[src/rtl/mem_stage_pkg.sv]
// mem_stage_pkg: memory op codes, FSM state encodings and op classification helpers
package mem_stage_pkg;
    typedef logic [3:0] mem_op_t;

    localparam mem_op_t MEM_NONE = 4'd0;
    localparam mem_op_t MEM_LB   = 4'd1;
    localparam mem_op_t MEM_LH   = 4'd2;
    localparam mem_op_t MEM_LW   = 4'd3;
    localparam mem_op_t MEM_LBU  = 4'd4;
    localparam mem_op_t MEM_LHU  = 4'd5;
    localparam mem_op_t MEM_SB   = 4'd6;
    localparam mem_op_t MEM_SH   = 4'd7;
    localparam mem_op_t MEM_SW   = 4'd8;

    localparam logic [1:0] MEM_IDLE        = 2'd0;
    localparam logic [1:0] MEM_WAIT_GNT    = 2'd1;
    localparam logic [1:0] MEM_WAIT_RVALID = 2'd2;

    function automatic logic is_load(input mem_op_t op);
        return op inside {MEM_LB, MEM_LH, MEM_LW, MEM_LBU, MEM_LHU};
    endfunction

    function automatic logic is_store(input mem_op_t op);
        return op inside {MEM_SB, MEM_SH, MEM_SW};
    endfunction

    function automatic logic misaligned(input mem_op_t op, input logic [1:0] off);
        return (op inside {MEM_LH, MEM_LHU, MEM_SH} && off[0]) || (op inside {MEM_LW, MEM_SW} && off != 2'd0);
    endfunction
endpackage

[src/rtl/mem_stage_if.sv]
// mem_stage_if: ex_mem_reg inputs, writeback outputs and data-memory port of the memory stage.
// mem_misalign_o exists only when MEM_MISALIGN_TRAP_EN is defined.
interface mem_stage_if;
    import mem_stage_pkg::*;
    logic        ex_mem_reg_valid_i;
    logic [31:0] ex_mem_reg_op_c_i;
    logic [31:0] ex_mem_reg_store_data_i;
    mem_op_t     ex_mem_reg_mem_op_i;
    logic [4:0]  ex_mem_reg_reg_waddr_i;
    logic        ex_mem_reg_reg_we_i;
    logic [31:0] mem_reg_wdata_o;
    logic [4:0]  mem_reg_waddr_o;
    logic        mem_reg_we_o;
    logic        mem_valid_o;
    logic        mem_stall_o;
    logic        dmem_req_o;
    logic        dmem_we_o;
    logic [31:0] dmem_addr_o;
    logic [31:0] dmem_wdata_o;
    logic [3:0]  dmem_be_o;
    logic        dmem_gnt_i;
    logic        dmem_rvalid_i;
    logic [31:0] dmem_rdata_i;
`ifdef MEM_MISALIGN_TRAP_EN
    logic        mem_misalign_o;
`endif

    modport master (
        input  ex_mem_reg_valid_i, ex_mem_reg_op_c_i, ex_mem_reg_store_data_i, ex_mem_reg_mem_op_i,
               ex_mem_reg_reg_waddr_i, ex_mem_reg_reg_we_i, dmem_gnt_i, dmem_rvalid_i, dmem_rdata_i,
        output mem_reg_wdata_o, mem_reg_waddr_o, mem_reg_we_o, mem_valid_o, mem_stall_o,
               dmem_req_o, dmem_we_o, dmem_addr_o, dmem_wdata_o, dmem_be_o
`ifdef MEM_MISALIGN_TRAP_EN
        , output mem_misalign_o
`endif
    );

    modport slave (
        output ex_mem_reg_valid_i, ex_mem_reg_op_c_i, ex_mem_reg_store_data_i, ex_mem_reg_mem_op_i,
               ex_mem_reg_reg_waddr_i, ex_mem_reg_reg_we_i, dmem_gnt_i, dmem_rvalid_i, dmem_rdata_i,
        input  mem_reg_wdata_o, mem_reg_waddr_o, mem_reg_we_o, mem_valid_o, mem_stall_o,
               dmem_req_o, dmem_we_o, dmem_addr_o, dmem_wdata_o, dmem_be_o
`ifdef MEM_MISALIGN_TRAP_EN
        , input mem_misalign_o
`endif
    );
endinterface

[src/rtl/mem_stage_load_align.sv]
// load_align: selects the byte/halfword lane of returned load data and sign- or zero-extends it
module load_align
    import mem_stage_pkg::*;
(
    input  logic [31:0] rdata,
    input  logic [1:0]  offset,
    input  mem_op_t     op,
    output logic [31:0] result
);
    logic [7:0]  b;
    logic [15:0] h;

    always_comb begin
        b = 8'(rdata >> {offset, 3'b000});
        h = offset[1] ? rdata[31:16] : rdata[15:0];
        result = op == MEM_LB  ? {{24{b[7]}}, b} :
                 op == MEM_LBU ? {24'd0, b} :
                 op == MEM_LH  ? {{16{h[15]}}, h} :
                 op == MEM_LHU ? {16'd0, h} : rdata;
    end
endmodule

[src/rtl/mem_stage.sv]
// mem_stage: load/store stage with req/gnt/rvalid data-memory handshake and pipeline stall.
// Optional misaligned-access trap enabled by MEM_MISALIGN_TRAP_EN.
module mem_stage
    import mem_stage_pkg::*;
(
    input logic        clk,
    input logic        rst_n,
    mem_stage_if.master bus
);
    logic [1:0]  state, state_n, a, off_q;
    mem_op_t     op, op_q;
    logic [31:0] sd, ld_data;
    logic        none, mem, mis, req, st_done, ld_done;

    load_align u_align (.rdata(bus.dmem_rdata_i), .offset(off_q), .op(op_q), .result(ld_data));

    always_comb begin
        op = bus.ex_mem_reg_mem_op_i;
        a = bus.ex_mem_reg_op_c_i[1:0];
        sd = bus.ex_mem_reg_store_data_i;
        none = bus.ex_mem_reg_valid_i && op == MEM_NONE;
        mem = bus.ex_mem_reg_valid_i && (is_load(op) || is_store(op));
`ifdef MEM_MISALIGN_TRAP_EN
        mis = mem && state == MEM_IDLE && misaligned(op, a);
`else
        mis = 1'b0;
`endif
        req = mem && !mis && state != MEM_WAIT_RVALID;
        st_done = req && bus.dmem_gnt_i && is_store(op);
        // rvalid only counts once a load has actually been granted
        ld_done = state == MEM_WAIT_RVALID && bus.dmem_rvalid_i;
        state_n = state == MEM_WAIT_RVALID ? (bus.dmem_rvalid_i ? MEM_IDLE : MEM_WAIT_RVALID) :
                  !req ? MEM_IDLE :
                  !bus.dmem_gnt_i ? MEM_WAIT_GNT :
                  is_load(op) ? MEM_WAIT_RVALID : MEM_IDLE;
        bus.dmem_req_o = rst_n && req;
        bus.dmem_we_o = rst_n && req && is_store(op);
        bus.dmem_addr_o = (rst_n && req) ? {bus.ex_mem_reg_op_c_i[31:2], 2'b00} : 32'd0;
        bus.dmem_be_o = !(rst_n && req) ? 4'd0 :
                        op == MEM_SB ? 4'b0001 << a :
                        op == MEM_SH ? (a[1] ? 4'b1100 : 4'b0011) : 4'b1111;
        bus.dmem_wdata_o = !(rst_n && req) ? 32'd0 :
                           op == MEM_SB ? {4{sd[7:0]}} :
                           op == MEM_SH ? {2{sd[15:0]}} :
                           op == MEM_SW ? sd : 32'd0;
        bus.mem_valid_o = rst_n && (none || st_done || ld_done || mis);
        bus.mem_reg_we_o = rst_n && (none || ld_done) && bus.ex_mem_reg_reg_we_i;
        bus.mem_reg_waddr_o = rst_n ? bus.ex_mem_reg_reg_waddr_i : 5'd0;
        bus.mem_reg_wdata_o = !rst_n ? 32'd0 : none ? bus.ex_mem_reg_op_c_i : ld_done ? ld_data : 32'd0;
        bus.mem_stall_o = rst_n && mem && !mis && !st_done && !ld_done;
`ifdef MEM_MISALIGN_TRAP_EN
        bus.mem_misalign_o = rst_n && mis;
`endif
    end

    always_ff @(posedge clk) begin
        if (!rst_n) begin
            state <= MEM_IDLE;
            off_q <= 2'd0;
            op_q <= MEM_NONE;
        end else begin
            state <= state_n;
            if (req && bus.dmem_gnt_i && is_load(op)) begin
                off_q <= a;
                op_q <= op;
            end
        end
    end
endmodule

[src/flat_wrapper.sv]
// flat-port wrapper written by rule: the top's interface ports become plain ports
module mem_stage_flat import mem_stage_pkg::*;
  (clk, rst_n, bus_ex_mem_reg_valid_i, bus_ex_mem_reg_op_c_i, bus_ex_mem_reg_store_data_i, bus_ex_mem_reg_mem_op_i, bus_ex_mem_reg_reg_waddr_i, bus_ex_mem_reg_reg_we_i, bus_dmem_gnt_i, bus_dmem_rvalid_i, bus_dmem_rdata_i, bus_mem_reg_wdata_o, bus_mem_reg_waddr_o, bus_mem_reg_we_o, bus_mem_valid_o, bus_mem_stall_o, bus_dmem_req_o, bus_dmem_we_o, bus_dmem_addr_o, bus_dmem_wdata_o, bus_dmem_be_o);
  mem_stage_if bus_i ();
  input logic clk;
  input logic rst_n;
  input wire logic [$bits(bus_i.ex_mem_reg_valid_i)-1:0] bus_ex_mem_reg_valid_i;
  input wire logic [$bits(bus_i.ex_mem_reg_op_c_i)-1:0] bus_ex_mem_reg_op_c_i;
  input wire logic [$bits(bus_i.ex_mem_reg_store_data_i)-1:0] bus_ex_mem_reg_store_data_i;
  input wire logic [$bits(bus_i.ex_mem_reg_mem_op_i)-1:0] bus_ex_mem_reg_mem_op_i;
  input wire logic [$bits(bus_i.ex_mem_reg_reg_waddr_i)-1:0] bus_ex_mem_reg_reg_waddr_i;
  input wire logic [$bits(bus_i.ex_mem_reg_reg_we_i)-1:0] bus_ex_mem_reg_reg_we_i;
  input wire logic [$bits(bus_i.dmem_gnt_i)-1:0] bus_dmem_gnt_i;
  input wire logic [$bits(bus_i.dmem_rvalid_i)-1:0] bus_dmem_rvalid_i;
  input wire logic [$bits(bus_i.dmem_rdata_i)-1:0] bus_dmem_rdata_i;
  output wire logic [$bits(bus_i.mem_reg_wdata_o)-1:0] bus_mem_reg_wdata_o;
  output wire logic [$bits(bus_i.mem_reg_waddr_o)-1:0] bus_mem_reg_waddr_o;
  output wire logic [$bits(bus_i.mem_reg_we_o)-1:0] bus_mem_reg_we_o;
  output wire logic [$bits(bus_i.mem_valid_o)-1:0] bus_mem_valid_o;
  output wire logic [$bits(bus_i.mem_stall_o)-1:0] bus_mem_stall_o;
  output wire logic [$bits(bus_i.dmem_req_o)-1:0] bus_dmem_req_o;
  output wire logic [$bits(bus_i.dmem_we_o)-1:0] bus_dmem_we_o;
  output wire logic [$bits(bus_i.dmem_addr_o)-1:0] bus_dmem_addr_o;
  output wire logic [$bits(bus_i.dmem_wdata_o)-1:0] bus_dmem_wdata_o;
  output wire logic [$bits(bus_i.dmem_be_o)-1:0] bus_dmem_be_o;
  assign bus_i.ex_mem_reg_valid_i = bus_ex_mem_reg_valid_i;
  assign bus_i.ex_mem_reg_op_c_i = bus_ex_mem_reg_op_c_i;
  assign bus_i.ex_mem_reg_store_data_i = bus_ex_mem_reg_store_data_i;
  assign bus_i.ex_mem_reg_mem_op_i = bus_ex_mem_reg_mem_op_i;
  assign bus_i.ex_mem_reg_reg_waddr_i = bus_ex_mem_reg_reg_waddr_i;
  assign bus_i.ex_mem_reg_reg_we_i = bus_ex_mem_reg_reg_we_i;
  assign bus_i.dmem_gnt_i = bus_dmem_gnt_i;
  assign bus_i.dmem_rvalid_i = bus_dmem_rvalid_i;
  assign bus_i.dmem_rdata_i = bus_dmem_rdata_i;
  assign bus_mem_reg_wdata_o = bus_i.mem_reg_wdata_o;
  assign bus_mem_reg_waddr_o = bus_i.mem_reg_waddr_o;
  assign bus_mem_reg_we_o = bus_i.mem_reg_we_o;
  assign bus_mem_valid_o = bus_i.mem_valid_o;
  assign bus_mem_stall_o = bus_i.mem_stall_o;
  assign bus_dmem_req_o = bus_i.dmem_req_o;
  assign bus_dmem_we_o = bus_i.dmem_we_o;
  assign bus_dmem_addr_o = bus_i.dmem_addr_o;
  assign bus_dmem_wdata_o = bus_i.dmem_wdata_o;
  assign bus_dmem_be_o = bus_i.dmem_be_o;
  mem_stage u_core (.clk(clk), .rst_n(rst_n), .bus(bus_i));
endmodule
[config.mk]
export PLATFORM = sky130hd
export DESIGN_NAME = mem_stage_flat
export DESIGN_NICKNAME = d
export VERILOG_FILES = /design/src/rtl/mem_stage_pkg.sv /design/src/rtl/mem_stage_if.sv /design/src/rtl/mem_stage_load_align.sv /design/src/rtl/mem_stage.sv /design/src/flat_wrapper.sv
export SDC_FILE = /design/constraint.sdc
export NUM_CORES = 1
export LEC_CHECK = 0
export ABC_AREA = 1
export CAP_MARGIN = 40
export CORE_ASPECT_RATIO = 0.6
export CORE_UTILIZATION = 32
export DETAILED_ROUTE_END_ITERATION = 8
export PLACE_DENSITY = 0.78
export SETUP_SLACK_MARGIN = 0.05
export SLEW_MARGIN = 5
export SYNTH_ARGS = -nofsm -noshare
export SYNTH_HDL_FRONTEND = slang
export SYNTH_HIERARCHICAL = 1
export SYNTH_SLANG_ARGS = --single-unit
[constraint.sdc]
create_clock -name clk -period 1.92 [get_ports clk]
set_input_delay 0.384 -clock clk [delete_from_list [all_inputs] [get_ports clk]]
set_output_delay 0.384 -clock clk [all_outputs]
set_load 0.1 [all_outputs]
==> results.yml, run 1 <==
run_status:
  outcome: "did not finish"
  failing_step: "clock tree synthesis (4_1_cts)"
  error: "[ERROR DPL-0038] Utilization greater than 100%, impossible to legalize"
die:
  die_y_um: 74.5
  die_w_um: 123
  start_util_pct: 33.0
  io_pins: 221
  std_cell_rows: 26
synth:
  avgSynthCellArea_um2: 4.72
  synth_xor_area_share_pct: 0
  synth_adder_area_share_pct: 0
  synthArstFlopShare_pct: 0
  yosysTopAreaCell: "nand2_1"
  synth_top_area_share_pct: 23.7
  ys_seq_area_share_pct: 5.71
  synth_area_leaders: "nand2_1 (24%), nand3_1 (13%), inv_1 (11%)"
  synth_simple_gate_area_share_pct: 54.4
  synth_edf_count: 0
  synthFlopType: "dfxtp_1"
  yosysWarnings: 6
  synth_cell_types: 30
  syn_area_um2: 2800
  synth_top_family_by_area: "simple AND/OR/NAND/NOR gates"
  yosys_register_bits: 8
  synthCells: 594
  synth_compound_area_share_pct: 18.3
  synthMuxAreaShare_pct: 0
placement:
  dp_slack_ns: -0.829
  hpwl_um: 16500
  io_buffers: 218
  gp_congestion: 1.05
clock_network:
  cts_buffers: 3
  cts.hold.buffers_added: 0
  cts_sinks: 8
  cts-htree-levels: 1
  cts_setup_buffers: 19
  cts_resized: 210
  cts_buffer_depth: 2
  cts_root_buffer: "clkbuf_16"
cells by family after synthesis:
logic type             after synthesis
other                                1
and+or+nand+nor                    354
DFF                                  8
AOI/OAI and AO/OA                   92
buffers and inverters              139
metrics by stage:
step | hold slack, ns | TNS (ns) | instances | utilization [%] | cell area [um2]
global placement | 0.460 | -66.55 | 963 | 91.8 | 7790
detailed placement | 0.480 | -75.92 | 963 | 91.8 | 7790
floorplan | 0.453 | -67.26 | 595 | - | 3910
cells in the mapped netlist (all sizes together), types with 2 or more instances:
cell type / count
a21oi: 46
buf: 28
clkbuf: 13
clkinv: 3
dfxtp: 8
inv: 95
nand2: 185
nand3: 74
nand4: 4
nor2: 87
o211ai: 7
o21ai: 29
o221ai: 7
or2: 2
==> inputs of run 2 (changes only) <==
--- a/config.mk
+++ b/config.mk
@@ -7,11 +7,9 @@
 export LEC_CHECK = 0
 export ABC_AREA = 1
 export CAP_MARGIN = 40
-export CORE_ASPECT_RATIO = 0.6
-export CORE_UTILIZATION = 32
+export CORE_UTILIZATION = 20
 export DETAILED_ROUTE_END_ITERATION = 8
-export PLACE_DENSITY = 0.78
-export SETUP_SLACK_MARGIN = 0.05
+export PLACE_DENSITY_LB_ADDON = 0.15
 export SLEW_MARGIN = 5
 export SYNTH_ARGS = -nofsm -noshare
 export SYNTH_HDL_FRONTEND = slang
==> run 2 against run 1 <==
Effect of this change:
- the flow now finishes, with violations (setup timing)
- area after synthesis is the same
- synthesized cell count unchanged
==> results.yml, run 2 <==
synth:
  synth_cell_types: 30
  synth_area_leaders: "nand2_1 (24%), nand3_1 (13%), inv_1 (11%)"
  avgSynthCellArea_um2: 4.72
  synth_xor_area_share_pct: 0
  synth_edf_count: 0
  synthMuxAreaShare_pct: 0
  synth_top_family_by_area: "simple AND/OR/NAND/NOR gates"
  synth_compound_area_share_pct: 18.3
  synthCells: 594
  synthArstFlopShare_pct: 0
  ys_seq_area_share_pct: 5.71
  synth_top_area_share_pct: 23.7
  synth_most_common_cell: "nand2_1"
  synth_simple_gate_area_share_pct: 54.4
  yosys_register_bits: 8
  yosysWarnings: 6
  yosysTopAreaCell: "nand2_1"
  synthFlopType: "dfxtp_1"
  ys_top_cells_by_count: "nand2_1 (177), inv_1 (85), nor2_1 (82), nand3_1 (71), a21oi_1 (46)"
  syn_area_um2: 2800
  synth_adder_area_share_pct: 0
routing:
  drc: 0
  vias: 4966
  drtIter0Drc: 215
  drt_pass1_iterations: 4
  postRouteAntennaNets: 0
  wl_um: 17000
  post_drt_wl_per_cell_um: 15.9
  via_per_inst: 4.65
pwr:
  clkPwrFrac_pct: 16.6
  power_frac_comb_pct: 75.2
  vdd_drop_max_v: 0.000244
  switching_share_pct: 46.9
  leakagePower_nw: 3.70
  seq_power_share_pct: 8.2
  powerDensity_nw_per_um2: 238
  p_total_mw: 2.11
  p_switching_uw: 992
  p_int_mw: 1.12
layout:
  num_antenna_cells: 0
  largest_reg_flops: 4
  drive_gt1_share_pct: 51.8
  regMostFlops: "u_core/op_q"
  final_cell_count_no_fill: 1068
  layout_commonest_cell: "nand2_1"
  nNetsFinal: 1005
  design_area_um2: 8900
  reg_top3: "u_core/op_q: 4 flops, u_core/off_q: 2 flops, u_core/state: 2 flops"
  area_growth_pct: 217
  final_cell_mix: "nand2_1 (148), buf_12 (127), clkdlybuf4s50_1 (96), inv_1 (76), buf_4 (74)"
placement:
  place_inst: 1038
  dp_slack_ns: -0.813
  io_buffers: 218
  hpwl_um: 13100
  gp_congestion: 0.843
  dpl_cell_area_um2: 7880
timing:
  fin_ws_ns: -0.348
  drv_slew: 0
  finClkSkew_ns: 0.000326
  setup_tns_ns: -29.46
  clock.fmax_mhz: 441
  fin_crit_sh_pct: 118
  hold_viol_final: 0
  setup_viol_count_final: 102
  min_period_ns: 2.27
  rsz0062_at_grt: "true"
global_routing:
  grt_pass1_wl_um: 26700
  grt_max_degree: 31
  grt_pass1_vias: 5281
  antenna_found_initial: 0
  grt_usage_pct: 23.1
  grt-ovfl-total: 0
die:
  fp.dieArea_um2: 14500
  io_pins: 221
  die_w_um: 120
  die_y_um: 120
  core_area_um2: 13500
  std_cell_rows: 42
  start_util_pct: 20.8
run_status:
  outcome: "finished with violations"
  violations: "setup timing"
run:
  cap_violations: 0
setup_path:
  critPathArrivalTime_ns: 1.88
  slowest_delay_ns: 0.37
  crit_required_ns: 1.54
  critPathCaptureType: "primary output"
  cp_max_fo: 8
  crit_slowest_cell: "dfxtp_4"
  critPathKind: "reg2out"
  crit_chain: "o21ai_4, inv_2, nand2_4, nand4_4, buf_6, nand2_1, nand3_2, a21oi_4, buf_12"
  cp-start-kind: "flop"
clock_network:
  cts_buffers: 3
  cts_root_buffer: "clkbuf_16"
  cts_sinks: 8
  cts_tree: "yes"
  insertion_delay_ns: 0.23
  clk_pin_slew_ns: 0.04
  cts-htree-levels: 1
  cts_buffer_depth: 2
min_path:
  hold_path_class: "reg2reg"
==> run 2: routing by layer <==
layer	up-vias	global-route usage [%]	wire, um
met2	155	46.4	9510
met5	-	0	0
met4	0	4.55	201
li1	2470	-	-
met1	2322	25.0	6390
met3	19	3.58	912
==> run 2: repair_timing <==
action                                  in CTS  in global routing
pin swaps                                   71                 28
hold buffers                                 0                  0
gates resized for setup                    153                 45
cloned                                       8                  0
setup buffers                               14                 10
hold endpoints to repair                     0                  0
endpoints found under the setup margin     109                103
==> run 2: worst paths after layout <==
path	startpoint	to	slack, ns	cells past startpoint
worst max register to register	u_core/state[1]	u_core/state[0]	0.61	8
worst min register to register	u_core/op_q[3]	u_core/op_q[3]	0.49	2
worst max-delay path	u_core/off_q[1]	bus_mem_reg_wdata_o[19]	-0.35	9
worst min-delay path	u_core/op_q[3]	u_core/op_q[3]	0.49	2
==> run 2: layout make-up <==
| cell class | instances | area, um2 |
|---|---|---|
| Multi-Input combinational cell | 451 | 3470 |
| Sequential cell | 8 | 178 |
| Clock buffer | 3 | 75.1 |
| Timing Repair Buffer | 332 | 4520 |
| Tap cell | 176 | 220 |
| Inverter | 98 | 445 |
| Fill cell | 1086 | 4550 |
==> run 2: metrics by stage <==
stage	utilization, %	hold slack, ns
2_1_floorplan	-	0.453
3_3_place_gp	58.6	0.470
3_5_place_dp	58.6	0.476
4_1_cts	64.2	0.488
5_1_grt	66.2	0.508
6_report	66.2	0.485
==> run 2: kinds of logic after synthesis <==
logic type      Yosys count
compound gates           92
buf+inv                 139
flops                     8
other cells               1
simple gates            354
==> run 2: power by group through the flow <==
stage / Sequential [mW] / Clock, mW / Combinational (mW)
final: 0.174 / 0.351 / 1.59
after global routing: 0.174 / 0.367 / 1.67
after CTS: 0.174 / 0.358 / 1.54
after detailed placement: 0.179 / 0 / 1.42
after global placement: 0.178 / 0 / 1.41
after floorplan: 0.177 / 0 / 0.784
==> run 2: worst max-delay path, delay by kind of cell (launching register included) <==
| family | cells | cell delay (ns) |
|---|---|---|
| DFF | 1 | 0.37 |
| and+or+nand+nor | 4 | 0.43 |
| AOI/OAI and AO/OA | 2 | 0.37 |
| buffers and inverters | 3 | 0.47 |
No activity file was read; power rests on OpenSTA's default activity.
